<file path="src/rtl/sha1_pkg.sv">
// Shared constants for the SHA-1 padding sequencer: block geometry, pad bytes
// and the sequencer state encoding.
package sha1_pkg;

  localparam int BLOCK_WORDS = 16;
  localparam logic [7:0] PAD_BYTE = 8'h80;
  localparam int LEN_BYTES = 8;

  typedef logic [2:0] state_t;

  localparam state_t IDLE   = 3'd0;
  localparam state_t MSG    = 3'd1;
  localparam state_t TERM   = 3'd2;
  localparam state_t ZERO   = 3'd3;
  localparam state_t LEN_HI = 3'd4;
  localparam state_t LEN_LO = 3'd5;
  localparam state_t DONE   = 3'd6;

endpackage

</file>
<file path="src/rtl/sha1_pad_calc.sv">
// Combinational padding geometry for a message of len bytes: padded word
// count, whole message words, trailing byte count and the 64-bit bit length.
module sha1_pad_calc
  import sha1_pkg::*;
#(
  parameter int LEN_W = 32
) (
  input  logic [LEN_W-1:0] len,
  output logic [LEN_W-2:0] total_words,
  output logic [LEN_W-3:0] full_words,
  output logic [1:0]       rem,
  output logic [63:0]      bitlen
);

  localparam int TW_W = LEN_W - 1;

  // One extra bit so len + 8 cannot wrap near the top of the length range;
  // the word count of the largest message still fits in TW_W bits.
  logic [LEN_W:0] len_pad;

  assign len_pad     = {1'b0, len} + (LEN_W+1)'(LEN_BYTES);
  assign total_words = TW_W'(((len_pad >> 6) + (LEN_W+1)'(1)) << 4);
  assign full_words  = len[LEN_W-1:2];
  assign rem         = len[1:0];
  assign bitlen      = {{(61-LEN_W){1'b0}}, len, 3'b000};

endmodule

</file>
<file path="src/rtl/sha1_block_sequencer.sv">
// Turns a length-tagged word stream into padded 512-bit SHA-1 blocks with
// block framing flags, behind a single registered output stage.
module sha1_block_sequencer
  import sha1_pkg::*;
#(
  parameter int LEN_W = 32
) (
  input  logic             clk,
  input  logic             rst_n,
  input  logic             start,
  input  logic [LEN_W-1:0] msg_len,
  input  logic [31:0]      in_word,
  input  logic             in_valid,
  output logic             in_ready,
  output logic [31:0]      out_word,
  output logic             out_valid,
  input  logic             out_ready,
  output logic             out_first,
  output logic             out_last,
  output logic             out_final,
  output logic             busy,
  output logic             done
);

  localparam int TW_W = LEN_W - 1;
  localparam int FW_W = LEN_W - 2;
  localparam logic [3:0] LAST_IDX = 4'(BLOCK_WORDS - 1);

  state_t          state;
  logic [TW_W-1:0] w_q;
  logic [TW_W-1:0] tw_q;
  logic [FW_W-1:0] fw_q;
  logic [1:0]      rem_q;
  logic [63:0]     bitlen_q;

  logic [TW_W-1:0] tw_c;
  logic [FW_W-1:0] fw_c;
  logic [1:0]      rem_c;
  logic [63:0]     bitlen_c;

  logic            accept_start;
  logic            can_load;
  logic            need_in;
  logic            emit;
  logic            final_held;
  logic            load;
  logic            at_len;
  logic [TW_W-1:0] w_next;
  logic [31:0]     word_c;

  function automatic logic [31:0] term_word(input logic [31:0] w, input logic [1:0] r);
    case (r)
      2'd1:    return {w[31:24], PAD_BYTE, 16'h0000};
      2'd2:    return {w[31:16], PAD_BYTE, 8'h00};
      2'd3:    return {w[31:8], PAD_BYTE};
      default: return {PAD_BYTE, 24'h000000};
    endcase
  endfunction

  sha1_pad_calc #(.LEN_W(LEN_W)) u_pad_calc (
    .len         (msg_len),
    .total_words (tw_c),
    .full_words  (fw_c),
    .rem         (rem_c),
    .bitlen      (bitlen_c)
  );

  assign accept_start = start && (state == IDLE);
  assign can_load     = !out_valid || out_ready;
  assign need_in      = (state == MSG) || ((state == TERM) && (rem_q != 2'd0));
  assign emit         = (state == MSG) || (state == TERM) || (state == ZERO) ||
                        (state == LEN_HI) || (state == LEN_LO);
  // Once the final word sits in the output register nothing more is loaded.
  assign final_held   = out_valid && out_final;
  assign load         = emit && can_load && (!need_in || in_valid) && !final_held;
  assign in_ready     = need_in && can_load;
  assign w_next       = w_q + TW_W'(1);
  assign at_len       = (w_next == tw_q - TW_W'(2));
  assign busy         = (state != IDLE);
  assign done         = (state == DONE);

  always_comb begin
    word_c = 32'h0;
    case (state)
      MSG:     word_c = in_word;
      TERM:    word_c = term_word(in_word, rem_q);
      LEN_HI:  word_c = bitlen_q[63:32];
      LEN_LO:  word_c = bitlen_q[31:0];
      default: word_c = 32'h0;
    endcase
  end

  // Message geometry latched at start
  always_ff @(posedge clk) begin
    if (accept_start) begin
      tw_q     <= tw_c;
      fw_q     <= fw_c;
      rem_q    <= rem_c;
      bitlen_q <= bitlen_c;
    end
  end

  // Sequencer state and registered output stage
  always_ff @(posedge clk or negedge rst_n) begin
    if (!rst_n) begin
      state     <= IDLE;
      w_q       <= '0;
      out_word  <= 32'h0;
      out_valid <= 1'b0;
      out_first <= 1'b0;
      out_last  <= 1'b0;
      out_final <= 1'b0;
    end else begin
      if (out_valid && out_ready) begin
        out_valid <= 1'b0;
        out_first <= 1'b0;
        out_last  <= 1'b0;
        out_final <= 1'b0;
      end
      if (load) begin
        out_word  <= word_c;
        out_valid <= 1'b1;
        out_first <= (w_q[3:0] == 4'd0);
        out_last  <= (w_q[3:0] == LAST_IDX);
        out_final <= (w_q == tw_q - TW_W'(1));
        w_q       <= w_next;
      end
      case (state)
        IDLE: begin
          if (accept_start) begin
            w_q   <= '0;
            state <= (fw_c == '0) ? TERM : MSG;
          end
        end
        MSG:    if (load && (w_next == {1'b0, fw_q})) state <= TERM;
        TERM:   if (load) state <= at_len ? LEN_HI : ZERO;
        ZERO:   if (load && at_len) state <= LEN_HI;
        LEN_HI: if (load) state <= LEN_LO;
        LEN_LO: if (out_valid && out_ready && out_final) state <= DONE;
        DONE:   state <= IDLE;
        default: state <= IDLE;
      endcase
    end
  end

endmodule
</file>
<file path="config.mk">
export PLATFORM = sky130hd
export DESIGN_NAME = sha1_block_sequencer
export DESIGN_NICKNAME = d
export VERILOG_FILES = /design/src/rtl/sha1_pkg.sv /design/src/rtl/sha1_pad_calc.sv /design/src/rtl/sha1_block_sequencer.sv
export SDC_FILE = /design/constraint.sdc
export NUM_CORES = 1
export LEC_CHECK = 0
export ABC_AREA = 1
export BUFFER_PORTS_ARGS = -buffer_cell sky130_fd_sc_hd__buf_2
export CAP_MARGIN = 15
export CORE_AREA = 2 2 133 135
export CTS_CLUSTER_DIAMETER = 40
export DETAILED_ROUTE_END_ITERATION = 10
export DIE_AREA = 0 0 135 137
export GPL_TIMING_DRIVEN = 0
export PLACE_DENSITY = 0.78
export RECOVER_POWER = 25
export SYNTH_ARGS = -nofsm -noshare
export SYNTH_HDL_FRONTEND = slang
export SYNTH_SLANG_ARGS = --single-unit
</file>
<file path="constraint.sdc">
create_clock -name clk -period 3.25 [get_ports clk]
set_clock_uncertainty 0.15 [all_clocks]
set_input_delay 0.65 -clock clk [delete_from_list [all_inputs] [get_ports clk]]
set_output_delay 0.65 -clock clk [all_outputs]
set_load 0.05 [all_outputs]
</file>
==> impl_metrics.json <==
{
  "clk_path_buf_depth": 2,
  "synth-async-reset-ratio_pct": 54.26,
  "nets": 1741,
  "p_per_area_nw_per_um2": 853.1,
  "ctsHtreeMaxLevel": 4,
  "yosysWarnings": 0,
  "timing.fmax_mhz": 331.3,
  "port_buffers": 107,
  "dp_worst_setup_slack_ns": -0.5031,
  "hold_class": "input port to flop",
  "syn_to_final_growth_pct": 14.79,
  "fp-row-count": 48,
  "seqCellArea_um2": 3525,
  "placed_cells": 1872,
  "path_cells": "clkbuf_1, nand2_1, nor2_1, nand4_1, nor2_2, nand2_1, xor2_2, nand3_1, nor4_2, nand3_1, nand2_1, nand2_1",
  "path_max_fanout": 6,
  "finalCriticalPeriod_ns": 3.018,
  "clkSlewWorstSetupHoldPaths_ns": 0.07,
  "grt_pass1_vias": 9664,
  "start_util_pct": 58.64,
  "antenna_found_initial": 0,
  "drive_gt1_share_pct": 11.43,
  "period_share_pct": 92.87,
  "viasPerCell": 5.620,
  "synth-edff-count": 59,
  "cp_data_required_time_ns": 3.28,
  "synthAdderAreaFrac_pct": 0.6255,
  "clk_latency_ns": 0.43,
  "synth_compound_area_share_pct": 8.732,
  "ant_nets": 0,
  "synthCells": 1538,
  "synthSimpleGateAreaFrac_pct": 41.39,
  "dp.final_hpwl_mm": 27.11,
  "routed-via-count": 10707,
  "max_cap_viol_count": 0,
  "core_area_um2": 17060,
  "boundaryPins": 108,
  "die_area_um2": 18500,
  "nFillCells": 1598,
  "hold_violations": 0,
  "synth.distinct_cells": 43,
  "dr.pass1.iters": 5,
  "critPathLaunchType": "input port",
  "synth_top_flop_cell": "dfrtp_1",
  "avgRoutedWirePerCell_um": 17.69,
  "cts.sinks": 129,
  "synth_nets": 1612,
  "end_kind": "flop",
  "tightest_slew_ns": 0.6912,
  "critical_path_class": "input port to flop",
  "multi_input_area_um2": 5624,
  "cts_tree": "yes",
  "cts_buffers": 17,
  "tns_ns": 0,
  "die_y_um": 137,
  "antenna_cells": 0,
  "totalPowerFinal_w": 0.009794,
  "synthMuxAreaShare_pct": 0,
  "routed_wl_mm": 33.70,
  "crit_slowest_cell": "nor4_2",
  "grt_usage_pct": 36.96,
  "slew_viol_final": 0,
  "rsz0062_at_grt": "no",
  "synth_top_area_cell": "nand2_1",
  "cp.arrival_ns": 3.05,
  "timing.critical_path.mode_cell": "nand2_1",
  "yosysSeqAreaShare_pct": 35.23,
  "synth-xor-area-share_pct": 5.241,
  "final_cells": 1905,
  "final_util_pct": 67.31,
  "syn_area_um2": 10000,
  "slew_headroom_pct": 53.92,
  "status": "completed",
  "grt.overflow.total": 0,
  "setup_violations": 0,
  "gp_congestion": 1.007,
  "die_w_um": 135,
  "cpPeakStageDelay_ns": 0.41,
  "ys_seq_elements": 129,
  "leakagePower_nw": 5.576,
  "ir_drop_mv": 0.6001,
  "drc": 0,
  "cts-root-buf": "clkbuf_16",
  "setup_ws_ns": 0.2318,
  "grt_first_pass_wirelength_mm": 51.32,
  "synthTopCellsByArea": "nand2_1, edfxtp_1, dfrtp_1",
  "grt_start_max_net_pins": 66,
  "avgSynthCellArea_um2": 6.503,
  "synth_top_family_by_area": "simple AND/OR/NAND/NOR gates",
  "synth_top_area_share_pct": 19.93,
  "drt_iter0_markers": 989
}
==> cells in the final DEF, fill, tap and decap left out, types with 13 or more instances in the layout <==
master,count
edfxtp_1,59
xor2_1,46
nand2_2,13
nor3_1,22
buf_2,82
dfrtp_1,69
nand4_1,39
o21ai_0,83
nand2_1,531
clkbuf_16,17
nor2_4,13
clkbuf_1,45
a21oi_1,47
nand3_1,111
inv_1,190
nor2_1,175
nor2_2,16
==> critical path, delay by kind of cell <==
kind                   cells  cell delay, ns
buffers and inverters      1            0.19
XOR/XNOR                   1            0.38
AND/OR/NAND/NOR           10            1.82
==> Yosys cell counts, types with 5 or more instances <==
master,instances
nand2_1,531
inv_1,191
nor2_1,175
nand3_1,111
o21ai_0,83
dfrtp_1,70
edfxtp_1,59
a21oi_1,47
xor2_1,47
nand4_1,39
nor3_1,22
clkbuf_1,18
nor2_2,18
nand2_2,13
a22oi_1,12
nor2_4,11
xnor2_1,11
inv_2,10
nor4_1,10
nand3b_1,7
a31oi_1,5
ha_1,5
==> timing repair <==
item | 4_1_cts | 5_1_grt
setup buffers | 0 | 0
hold buffers | 1 | 0
gates resized for setup | 1 | 4
endpoints found under the setup margin | 1 | 4
hold endpoints to repair | 5 | 0
pin swaps | 0 | 0
==> report_power, final <==
part	leakage, nW	internal (W)	total [W]	switching [W]
logic	3.84	0.00135	0.00489	0.00355
clock network	0.301	0.00111	0.00202	0.000907
registers	1.44	0.00229	0.00288	0.000590
==> layer usage <==
layer	vias to the layer above	routed length, µm	share of wire [%]	global-route usage, %
met5	-	0	0	0
met4	0	1655	4.9	19.79
met3	83	2637	7.8	3.852
met2	513	15350	46	58.23
met1	4919	14050	42	50.40
li1	5192	-	-	-
==> area by class of cell <==
class	instances	share of cell area, %
Multi-Input combinational cell	1179	48.99
Clock buffer	17	3.705
Inverter	205	6.702
Clock inverter	15	1.635
Sequential cell	129	30.70
Timing Repair Buffer	110	4.871
Tap cell	225	2.452
Buffer	25	0.9481
==> path summary, 6_finish.rpt <==
kind	from	to	slack, ns	depth (start not counted)
min reg2reg	out_word[2]$_DFFE_PN0P_	out_word[2]$_DFFE_PN0P_	0.33	2
min	msg_len[1]	bitlen_q[4]$_DFFE_PP_	0.25	1
max reg2reg	tw_q[4]$_DFFE_PP_	state[1]$_DFFE_PN0P_	0.28	17
min in group asynchronous	rst_n	w_q[25]$_DFF_PN0_	0.55	2
max in group asynchronous	rst_n	out_word[13]$_DFFE_PN0P_	1.67	3
max	msg_len[12]	tw_q[29]$_DFFE_PP_	0.23	12
==> sequential cells by signal (all words and copies together), names as in the netlist <==
signal / cells
bitlen_q: 1
fw_q: 30
out_final: 1
out_first: 1
out_last: 1
out_valid: 1
out_word: 32
rem_q: 1
state: 3
tw_q: 27
w_q: 31
==> kinds of logic after synthesis <==
group	Yosys count
adders and majority gates	5
AOI/OAI and AO/OA	162
buffers and inverters	230
and+or+nand+nor	953
DFF	129
xor gates and xnor gates	59
==> stage by stage <==
stage | hold WS [ns] | cell area, µm²
final | 0.2462 | 11480
after global routing | 0.2434 | 11480
after CTS | 0.2399 | 11500
after detailed placement | 0.3069 | 10870
after global placement | 0.3002 | 10820
after floorplan | 0.2044 | 10000
Note: power is estimated with default switching activity, not from simulation.
